[config.mk]
export PLATFORM = sky130hd
export DESIGN_NAME = iafu_snp_tracker_flat
export DESIGN_NICKNAME = d
export VERILOG_FILES = /design/src/rtl/iafu_snp_tracker_if.sv /design/src/rtl/iafu_snp_tracker.sv /design/src/flat_wrapper.sv
export SDC_FILE = /design/constraint.sdc
export NUM_CORES = 2
export LEC_CHECK = 0
export CORE_UTILIZATION = 30
export DETAILED_ROUTE_END_ITERATION = 10
export PLACE_DENSITY = 0.43
export RECOVER_POWER = 50
export SYNTH_ARGS = -nofsm -noshare
export SYNTH_HDL_FRONTEND = slang
export SYNTH_SLANG_ARGS = --single-unit
[constraint.sdc]
create_clock -name afu_clk -period 4.1 [get_ports afu_clk]
set_input_delay 0.82 -clock afu_clk [delete_from_list [all_inputs] [get_ports afu_clk]]
set_output_delay 0.82 -clock afu_clk [all_outputs]
set_load 0.1 [all_outputs]
[src/rtl/iafu_snp_tracker_if.sv]
// Bundle between the iAFU snooper / migration engine and the snoop tracker.
// master drives snoops, arm control, drain requests; slave is the tracker.
interface iafu_snp_tracker_if #(
  parameter int MIG_GRP_SIZE = 8,
  parameter int IDX_W        = $clog2(MIG_GRP_SIZE)
);
  logic                    iafu_snp_inv    [4];
  logic [5:0]              iafu_snp_pg_off [4];
  logic [IDX_W-1:0]        iafu_snp_idx    [4];
  logic                    trk_arm_valid;
  logic                    trk_disarm_valid;
  logic [IDX_W-1:0]        trk_arm_idx;
  logic                    drn_req_valid;
  logic                    drn_req_ready;
  logic [IDX_W-1:0]        drn_req_idx;
  logic                    drn_line_valid;
  logic                    drn_line_ready;
  logic [5:0]              drn_line_off;
  logic [IDX_W-1:0]        drn_line_idx;
  logic                    drn_done;
  logic [6:0]              drn_done_cnt;
  logic [MIG_GRP_SIZE-1:0] trk_dirty;
  logic [31:0]             trk_hit_cnt;

  modport master (
    output iafu_snp_inv, iafu_snp_pg_off, iafu_snp_idx,
    output trk_arm_valid, trk_disarm_valid, trk_arm_idx,
    output drn_req_valid, drn_req_idx, drn_line_ready,
    input  drn_req_ready, drn_line_valid, drn_line_off, drn_line_idx,
    input  drn_done, drn_done_cnt, trk_dirty, trk_hit_cnt
  );

  modport slave (
    input  iafu_snp_inv, iafu_snp_pg_off, iafu_snp_idx,
    input  trk_arm_valid, trk_disarm_valid, trk_arm_idx,
    input  drn_req_valid, drn_req_idx, drn_line_ready,
    output drn_req_ready, drn_line_valid, drn_line_off, drn_line_idx,
    output drn_done, drn_done_cnt, trk_dirty, trk_hit_cnt
  );
endinterface

[src/rtl/iafu_snp_tracker.sv]
// Per-page 64-line touch bitmaps fed by four snoop ports, plus a drain FSM
// that hands the migration engine every touched line of one page.
module iafu_snp_tracker #(
  parameter int MIG_GRP_SIZE = 8,
  parameter int IDX_W        = $clog2(MIG_GRP_SIZE)
) (
  input  logic              afu_clk,
  input  logic              afu_rstn,
  iafu_snp_tracker_if.slave trk
);
  localparam int NPORT = 4;

  typedef enum logic [1:0] {
    ST_IDLE = 2'd0,
    ST_PICK = 2'd1,
    ST_EMIT = 2'd2,
    ST_DONE = 2'd3
  } drn_state_e;

  function automatic logic [5:0] lowest_set_off(input logic [63:0] bm);
    logic [5:0] off;
    off = 6'd0;
    for (int b = 63; b >= 0; b--) begin
      if (bm[b]) begin
        off = 6'(b);
      end
    end
    return off;
  endfunction

  logic [1:0]              rst_sync_r;
  logic [63:0]             bitmap_r     [MIG_GRP_SIZE];
  logic [63:0]             bitmap_nxt_s [MIG_GRP_SIZE];
  logic [63:0]             set_s        [MIG_GRP_SIZE];
  logic [63:0]             clr_s        [MIG_GRP_SIZE];
  logic [MIG_GRP_SIZE-1:0] en_r;
  logic [MIG_GRP_SIZE-1:0] en_nxt_s;
  logic [MIG_GRP_SIZE-1:0] dirty_r;
  logic [NPORT-1:0]        hit_vec_s;
  logic [2:0]              hit_num_s;
  logic [32:0]             hit_sum_s;
  logic [31:0]             hit_cnt_r;
  logic [63:0]             cur_bm_s;
  logic [63:0]             pick_mask_s;
  logic [5:0]              pick_off_s;
  logic                    pick_take_s;
  drn_state_e              state_r;
  logic                    drn_req_ready_r;
  logic                    drn_line_valid_r;
  logic                    drn_done_r;
  logic [5:0]              drn_line_off_r;
  logic [IDX_W-1:0]        drn_idx_r;
  logic [6:0]              drn_cnt_r;

  // Qualify each snoop port against the armed mask and count the hits
  always_comb begin
    hit_vec_s = '0;
    hit_num_s = 3'd0;
    for (int p = 0; p < NPORT; p++) begin
      if (trk.iafu_snp_inv[p] && (32'(trk.iafu_snp_idx[p]) < MIG_GRP_SIZE)) begin
        hit_vec_s[p] = en_r[trk.iafu_snp_idx[p]];
      end else begin
        hit_vec_s[p] = 1'b0;
      end
      hit_num_s = hit_num_s + {2'b00, hit_vec_s[p]};
    end
    hit_sum_s = {1'b0, hit_cnt_r} + {30'd0, hit_num_s};
  end

  // Lowest touched line of the page under drain
  always_comb begin
    if (32'(drn_idx_r) < MIG_GRP_SIZE) begin
      cur_bm_s = bitmap_r[drn_idx_r];
    end else begin
      cur_bm_s = 64'd0;
    end
    pick_mask_s = cur_bm_s & (~cur_bm_s + 64'd1);
    pick_off_s  = lowest_set_off(cur_bm_s);
    pick_take_s = (state_r == ST_PICK) && (cur_bm_s != 64'd0);
  end

  // Next bitmaps: clears (arm, drain pick) applied first so a same-cycle snoop wins
  always_comb begin
    for (int i = 0; i < MIG_GRP_SIZE; i++) begin
      set_s[i] = 64'd0;
      for (int p = 0; p < NPORT; p++) begin
        if (hit_vec_s[p] && (trk.iafu_snp_idx[p] == IDX_W'(i))) begin
          set_s[i] = set_s[i] | (64'd1 << trk.iafu_snp_pg_off[p]);
        end else begin
          set_s[i] = set_s[i];
        end
      end
      if (trk.trk_arm_valid && (trk.trk_arm_idx == IDX_W'(i))) begin
        clr_s[i] = {64{1'b1}};
      end else if (pick_take_s && (drn_idx_r == IDX_W'(i))) begin
        clr_s[i] = pick_mask_s;
      end else begin
        clr_s[i] = 64'd0;
      end
      bitmap_nxt_s[i] = (bitmap_r[i] & ~clr_s[i]) | set_s[i];
    end
  end

  // Armed mask; disarm takes priority over a simultaneous arm
  always_comb begin
    en_nxt_s = en_r;
    for (int i = 0; i < MIG_GRP_SIZE; i++) begin
      if (trk.trk_arm_idx == IDX_W'(i)) begin
        if (trk.trk_disarm_valid) begin
          en_nxt_s[i] = 1'b0;
        end else if (trk.trk_arm_valid) begin
          en_nxt_s[i] = 1'b1;
        end else begin
          en_nxt_s[i] = en_r[i];
        end
      end else begin
        en_nxt_s[i] = en_r[i];
      end
    end
  end

  // Reset release synchronizer gating drain acceptance
  always_ff @(posedge afu_clk or negedge afu_rstn) begin
    if (!afu_rstn) begin
      rst_sync_r <= 2'b00;
    end else begin
      rst_sync_r <= {rst_sync_r[0], 1'b1};
    end
  end

  // Tracking state: bitmaps, armed mask, dirty summary, saturating hit count
  always_ff @(posedge afu_clk or negedge afu_rstn) begin
    if (!afu_rstn) begin
      for (int i = 0; i < MIG_GRP_SIZE; i++) begin
        bitmap_r[i] <= 64'd0;
      end
      en_r      <= '0;
      dirty_r   <= '0;
      hit_cnt_r <= 32'd0;
    end else begin
      for (int i = 0; i < MIG_GRP_SIZE; i++) begin
        bitmap_r[i] <= bitmap_nxt_s[i];
        dirty_r[i]  <= |bitmap_nxt_s[i];
      end
      en_r      <= en_nxt_s;
      hit_cnt_r <= hit_sum_s[32] ? 32'hFFFF_FFFF : hit_sum_s[31:0];
    end
  end

  // Drain walk: pick lowest touched line, hand it out, repeat until empty
  always_ff @(posedge afu_clk or negedge afu_rstn) begin
    if (!afu_rstn) begin
      state_r          <= ST_IDLE;
      drn_req_ready_r  <= 1'b0;
      drn_line_valid_r <= 1'b0;
      drn_line_off_r   <= 6'd0;
      drn_idx_r        <= '0;
      drn_cnt_r        <= 7'd0;
      drn_done_r       <= 1'b0;
    end else begin
      case (state_r)
        ST_IDLE: begin
          drn_done_r <= 1'b0;
          if (drn_req_ready_r && trk.drn_req_valid) begin
            drn_idx_r       <= trk.drn_req_idx;
            drn_cnt_r       <= 7'd0;
            drn_req_ready_r <= 1'b0;
            state_r         <= ST_PICK;
          end else begin
            drn_req_ready_r <= rst_sync_r[1];
          end
        end
        ST_PICK: begin
          if (pick_take_s) begin
            drn_line_off_r   <= pick_off_s;
            drn_cnt_r        <= drn_cnt_r + 7'd1;
            drn_line_valid_r <= 1'b1;
            state_r          <= ST_EMIT;
          end else begin
            drn_done_r <= 1'b1;
            state_r    <= ST_DONE;
          end
        end
        ST_EMIT: begin
          if (trk.drn_line_ready) begin
            drn_line_valid_r <= 1'b0;
            state_r          <= ST_PICK;
          end else begin
            drn_line_valid_r <= 1'b1;
          end
        end
        ST_DONE: begin
          drn_done_r      <= 1'b0;
          drn_req_ready_r <= rst_sync_r[1];
          state_r         <= ST_IDLE;
        end
        default: begin
          drn_done_r       <= 1'b0;
          drn_line_valid_r <= 1'b0;
          drn_req_ready_r  <= 1'b0;
          state_r          <= ST_IDLE;
        end
      endcase
    end
  end

  assign trk.drn_req_ready  = drn_req_ready_r;
  assign trk.drn_line_valid = drn_line_valid_r;
  assign trk.drn_line_off   = drn_line_off_r;
  assign trk.drn_line_idx   = drn_idx_r;
  assign trk.drn_done       = drn_done_r;
  assign trk.drn_done_cnt   = drn_cnt_r;
  assign trk.trk_dirty      = dirty_r;
  assign trk.trk_hit_cnt    = hit_cnt_r;
endmodule

[src/flat_wrapper.sv]
// flat-port wrapper written by rule: the top's interface ports become plain ports
module iafu_snp_tracker_flat 
#(
  parameter int MIG_GRP_SIZE = 8,
  parameter int IDX_W        = $clog2(MIG_GRP_SIZE)
)
  (afu_clk, afu_rstn, trk_iafu_snp_inv, trk_iafu_snp_pg_off, trk_iafu_snp_idx, trk_trk_arm_valid, trk_trk_disarm_valid, trk_trk_arm_idx, trk_drn_req_valid, trk_drn_req_idx, trk_drn_line_ready, trk_drn_req_ready, trk_drn_line_valid, trk_drn_line_off, trk_drn_line_idx, trk_drn_done, trk_drn_done_cnt, trk_trk_dirty, trk_trk_hit_cnt);
  iafu_snp_tracker_if #(.MIG_GRP_SIZE(MIG_GRP_SIZE), .IDX_W(IDX_W)) trk_i ();
  input  logic afu_clk;
  input  logic afu_rstn;
  input wire logic [$bits(trk_i.iafu_snp_inv)-1:0] trk_iafu_snp_inv;
  input wire logic [$bits(trk_i.iafu_snp_pg_off)-1:0] trk_iafu_snp_pg_off;
  input wire logic [$bits(trk_i.iafu_snp_idx)-1:0] trk_iafu_snp_idx;
  input wire logic [$bits(trk_i.trk_arm_valid)-1:0] trk_trk_arm_valid;
  input wire logic [$bits(trk_i.trk_disarm_valid)-1:0] trk_trk_disarm_valid;
  input wire logic [$bits(trk_i.trk_arm_idx)-1:0] trk_trk_arm_idx;
  input wire logic [$bits(trk_i.drn_req_valid)-1:0] trk_drn_req_valid;
  input wire logic [$bits(trk_i.drn_req_idx)-1:0] trk_drn_req_idx;
  input wire logic [$bits(trk_i.drn_line_ready)-1:0] trk_drn_line_ready;
  output wire logic [$bits(trk_i.drn_req_ready)-1:0] trk_drn_req_ready;
  output wire logic [$bits(trk_i.drn_line_valid)-1:0] trk_drn_line_valid;
  output wire logic [$bits(trk_i.drn_line_off)-1:0] trk_drn_line_off;
  output wire logic [$bits(trk_i.drn_line_idx)-1:0] trk_drn_line_idx;
  output wire logic [$bits(trk_i.drn_done)-1:0] trk_drn_done;
  output wire logic [$bits(trk_i.drn_done_cnt)-1:0] trk_drn_done_cnt;
  output wire logic [$bits(trk_i.trk_dirty)-1:0] trk_trk_dirty;
  output wire logic [$bits(trk_i.trk_hit_cnt)-1:0] trk_trk_hit_cnt;
  assign trk_i.iafu_snp_inv = {>>{trk_iafu_snp_inv}};
  assign trk_i.iafu_snp_pg_off = {>>{trk_iafu_snp_pg_off}};
  assign trk_i.iafu_snp_idx = {>>{trk_iafu_snp_idx}};
  assign trk_i.trk_arm_valid = trk_trk_arm_valid;
  assign trk_i.trk_disarm_valid = trk_trk_disarm_valid;
  assign trk_i.trk_arm_idx = trk_trk_arm_idx;
  assign trk_i.drn_req_valid = trk_drn_req_valid;
  assign trk_i.drn_req_idx = trk_drn_req_idx;
  assign trk_i.drn_line_ready = trk_drn_line_ready;
  assign trk_drn_req_ready = trk_i.drn_req_ready;
  assign trk_drn_line_valid = trk_i.drn_line_valid;
  assign trk_drn_line_off = trk_i.drn_line_off;
  assign trk_drn_line_idx = trk_i.drn_line_idx;
  assign trk_drn_done = trk_i.drn_done;
  assign trk_drn_done_cnt = trk_i.drn_done_cnt;
  assign trk_trk_dirty = trk_i.trk_dirty;
  assign trk_trk_hit_cnt = trk_i.trk_hit_cnt;
  iafu_snp_tracker #(.MIG_GRP_SIZE(MIG_GRP_SIZE), .IDX_W(IDX_W)) u_core (.afu_clk(afu_clk), .afu_rstn(afu_rstn), .trk(trk_i));
endmodule
== After elaboration in Yosys (flattened, before gate mapping) ==
Index checks and enable logic that the tools add are counted.
Operators by class
  div/mod/pow operators: 0
  shift operators: 4
  $add $sub $neg: 6
  multipliers: 0
  equality and inequality tests: 49
  bitwise gates (word level): 51
  mux-type cells: 144
  reduce and logical (&&, ||, !) cells: 86
  order comparisons: 5
Operator list (number)
  2-to-1 mux 64 bit: 50
  bitwise OR 64 bit: 32
  bitwise AND 64 bit: 9
  NOT 64 bit: 9
  OR reduction 64 bit: 8
  2-to-1 mux 6 bit: 64
  left shift 1 x 6 -> 64 bit (first input constant): 4
  binary-select mux 64 bit (select 3 bit): 1
  equality test 3 bit (second input constant): 24
  adder 64 x 1 -> 64 bit (second input constant): 1
  nonzero test 64 bit: 1
  logical AND 1 bit: 50
  equality test 3 x 2 -> 1 bit (second input constant): 12
  adder 32 x 3 -> 33 bit: 1
  2-to-1 mux 32 bit: 1
  AND reduction 2 bit: 13
  equality test 3 x 1 -> 1 bit (second input constant): 6
  zero test 3 bit: 6
  less-than comparator 3 x 4 -> 1 bit (second input constant): 4
  2-to-1 mux 1 bit: 15
  2-to-1 mux 7 bit: 2
  case mux 7 bit (2 select lines): 1
  binary-select mux 1 bit (select 3 bit): 4
  nonzero test 2 bit: 5
  other kinds (15): 22
Word-level totals
  latch bits: 0
  flip-flop bits (word level): 583
  memories: 0
  ROM bits: 0
  bits of input ports: 52
  bits in writable memories: 0
  output and inout port bits: 59

== Longest topological paths before layout ==
  word-level depth: 68
  mapped depth: 20

== Least setup slack after synthesis ==
No wires, ideal clock.
  path type: reg2reg
  from: register u_core.drn_idx_r[1] (netlist: u_core.trk.drn_line_idx[1])
  to: register u_core.dirty_r[2] (netlist: u_core.trk.trk_dirty[2])
  library setup time: 0.140 ns
  stages on the path, launching flop included: 18
  data arrival time: 5.003 ns
  required time: 3.960 ns
  path buffers: 8
  period minus slack after synthesis: 5.143 ns
  slack: -1.043 ns
  cell sequence: dfrtp_1 buf_6 buf_6 buf_6 buf_6 buf_6 buf_6 buf_4 buf_2 mux4_2 mux2i_1 a21boi_2 nand4_1 a31o_2 or2_2 or4_1 nor4_1 nand4_1
RTL lines
  start, declared: line iafu_snp_tracker.sv:52  | logic [IDX_W-1:0] drn_idx_r;
  start signal, assigned: line iafu_snp_tracker.sv:165  | drn_idx_r <= trk.drn_req_idx;
  end signal, assigned by index: line iafu_snp_tracker.sv:143  | dirty_r[i] <= |bitmap_nxt_s[i];
  end, declared: line iafu_snp_tracker.sv:38  | logic [MIG_GRP_SIZE-1:0] dirty_r;

==> results_dict.tcl <==
set metrics [dict create \
    first_pass_iters 9 \
    die_y_microns 390 \
    cp.required_ps 4690 \
    p_total_mw 43.1 \
    grt-ovfl-total 0 \
    slew_viol_final 464 \
    cts_tree "done" \
    placeableCoreArea_sq_mm 0.149 \
    reg2reg_depth 17 \
    drc 0 \
    cts_root_buf "clkbuf_16" \
    worstHoldStart "u_core.rst_sync_r[0]" \
    crit_arrival_ps 5820 \
    fin_cells 9993 \
    fin_crit_sh 1.27 \
    detailed_place_hpwl_microns 331000 \
    power-per-cell-area_mw_per_mm2 579 \
    synth_common_cells "o22ai_1 (824), nand2_1 (792), dfrtp_1 (583)" \
    violations "capacitance limit, slew limit, setup timing" \
    r2r-start "u_core.trk.drn_line_idx[2]" \
    cts.sinks 583 \
    avgSynthCellArea_sq_um 8.03 \
    synth_top_area_share 0.323 \
    synth_cell_type_count 108 \
    grt_max_degree 100 \
    grt_pass1_wl_microns 565000 \
    synth_top_cells_by_area "dfrtp_1 (32%), o22ai_1 (11%), nand2_1 (6.6%)" \
    fin_nets 7961 \
    htreeDepth 3 \
    worstSetupStartpointType "flop" \
    cellLeakagePower_nw 32.9 \
    start_util 0.304 \
    vias 69722 \
    cp-end-kind "flop" \
    rows 141 \
    hold_viol_final 0 \
    rsz0062_at_grt "yes" \
    r2r_setup_slack_ps -1120 \
    place_congestion 1.16 \
    cap_violations 10 \
    wirelength_microns 430000 \
    ys_async_sr_fraction 1.00 \
    vdd_drop_max_uv 454 \
    synth_seq_cells 583 \
    status "finished, violations left" \
    worstSetupPathType "reg -> reg" \
    fmax_mhz 191 \
    grt_pass1_vias 64634 \
    layout_setup_ws_ps -1120 \
    synthesis.nets 5679 \
    port_buffers 110 \
    netlist_instances 5615 \
    ant_nets 0 \
    min_path_type "reg -> reg" \
    synth_edf_count 0 \
    track_usage 0.546 \
    tightest_slew_ps 2240 \
    skew_ps 41.2 \
    clk_latency_ps 760 \
    antenna_found_initial 47 \
    dp_cells 9683 \
    yosysSeqAreaShare 0.323 \
    setup_viol 139 \
    synth_largest_area_cell "dfrtp_1" \
    die_area_sq_mm 0.152 \
    whs_endpoint "u_core.rst_sync_r[1]" \
    timing.hold.worst_path_depth 0 \
    syn_area_sq_mm 0.0451 \
    hold_buffers 0 \
    num_io_pins 111 \
    numCtsBuffers 84 \
    drive_above_1_share 0.421 \
    crit_fanout 7 \
    die_w_microns 390 \
    area_growth_pct 65.2 \
    synthMostInstantiatedCell "o22ai_1" \
    initialDrtViolationCount 13077 \
    wire_per_inst_microns 43.0 \
    max_slew_margin -0.490 \
    vias_per_cell 6.98 \
    r2r_end "u_core.trk.trk_dirty[7]" \
    cts.path.max_buffers 3 \
    clk_pin_slew_worst_paths_ps 50 \
    period_needed_ps 5220 \
    synth_warnings 0 \
    ys.flop_type "dfrtp_1" \
]
==> worst max-delay path, stage by stage (launching register included) <==
cell and delay [ps]:
dfrtp_4 500, buf_12 170, buf_12 160, buf_4 200, o311ai_2 350, o32ai_1 160, nor3_2 250, nand3_4 190
and4b_4 530, buf_12 160, buf_8 110, nand4_1 410, a311o_1 510, or4_4 550, nor4_4 170, buf_4 190
and4_4 290, nand4_1 150
==> report_power, final <==
part | leakage [nW] | switching [mW] | internal, mW
sequential | 7.96 | 0.457 | 6.24
clock | 1.44 | 3.43 | 4.88
combinational | 23.5 | 17.1 | 11.0
total | 32.9 | 21.0 | 22.1
==> layout by cell type (no fill, tap or decap), types with 26 or more instances in the layout <==
| master | count |
|---|---|
| mux2i_1 | 62 |
| clkdlybuf4s50_1 | 101 |
| nand2_1 | 747 |
| a311o_1 | 28 |
| nand3_4 | 36 |
| nand2_2 | 35 |
| or4_4 | 30 |
| o22ai_1 | 824 |
| a211oi_1 | 63 |
| diode_2 | 30 |
| nor2_1 | 545 |
| and3_1 | 39 |
| clkbuf_16 | 85 |
| or3_1 | 59 |
| a221oi_1 | 29 |
| dfrtp_1 | 579 |
| nor4_1 | 77 |
| nor4_2 | 29 |
| a22oi_1 | 42 |
| o21ai_1 | 26 |
| o21ai_0 | 115 |
| nand3_1 | 105 |
| buf_6 | 120 |
| or2_2 | 43 |
| a21oi_1 | 110 |
| and2_1 | 37 |
| buf_4 | 2263 |
| nand2b_1 | 64 |
| o211ai_1 | 188 |
| mux4_2 | 115 |
| nor3_2 | 26 |
| inv_1 | 28 |
| a31o_2 | 26 |
| nor3_1 | 146 |
| buf_12 | 168 |
| a31oi_1 | 62 |
| nand4_1 | 94 |
| nor2b_1 | 50 |
==> per-layer routing <==
metal	vias up	GRT usage	wire [microns]
li1	26484	-	-
met1	34187	0.680	158000
met2	6924	0.727	162000
met3	2095	0.246	68100
met4	32	0.415	41800
met5	-	0.00447	325
==> worst max-delay path by stage <==
stage	start	endpoint	slack, ps	cells after the start
after floorplan	u_core.trk.drn_line_idx[1]	u_core.trk.trk_dirty[2]	-440	14
after global placement	u_core.trk.drn_line_idx[2]	u_core.trk.trk_dirty[3]	-2000	18
after detailed placement	u_core.trk.drn_line_idx[2]	u_core.trk.trk_dirty[3]	-1870	18
after CTS	u_core.trk.drn_line_idx[2]	u_core.trk.trk_dirty[6]	-880	18
after global routing	u_core.trk.drn_line_idx[2]	u_core.trk.trk_dirty[7]	-1180	17
final	u_core.trk.drn_line_idx[2]	u_core.trk.trk_dirty[7]	-1120	17
==> final cells by class <==
cell class / instances / area (sq um)
antenna: 30 / 75.1
clock inverter: 45 / 688
fill: 14644 / 74000
clock buffer: 105 / 2300
multi-input combinational: 4500 / 30900
timing repair buffer: 2695 / 23300
sequential: 583 / 14600
inverter: 33 / 131
tap: 2002 / 2500
==> cells by family (layout without fill, tap and decap cells) <==
logic type               count (synthesis)  count (layout)  share of synthesized area
AND/OR/NAND/NOR                       2431            2432                      0.265
AO/OA/AOI/OAI                         1817            1817                      0.274
flip-flops                             583             583                      0.323
buffers and inverters                  533            2878                     0.0490
multiplexers                           210             210                     0.0794
XOR/XNOR                                28              28                    0.00544
adder cells (fa/ha/maj)                 12              12                    0.00366
other                                    1              31                  0.0000831
==> repair_timing <==
item                       in CTS  in global routing
pin swaps                     118                 94
resized for setup             404                191
buffers inserted               99                 49
hold endpoints to repair        0                  0
gates cloned                    8                  0
setup endpoints to repair     200                183
==> registers in the layout (all words and copies together) (netlist names) <==
name	flops
u_core.bitmap_r	512
u_core.trk.trk_hit_cnt	32
u_core.en_r	8
u_core.trk.trk_dirty	8
u_core.trk.drn_done_cnt	7
u_core.trk.drn_line_off	6
u_core.trk.drn_line_idx	3
u_core.rst_sync_r	2
u_core.state_r	2
u_core.trk.drn_done	1
u_core.trk.drn_line_valid	1
u_core.trk.drn_req_ready	1
==> stage by stage <==
stage	worst slack (ps)	util	instance area, sq um	hold slack, ps	setup TNS, ps
floorplan	-441	-	45500	331	-10630
global placement	-2000	0.456	67700	339	-119030
detailed placement	-1870	0.456	67700	339	-105500
CTS	-875	0.495	73500	101	-16310
global route	-1180	0.501	74400	356	-36010
finish	-1120	0.502	74500	349	-27070
Power figures use the tool's default switching activity.
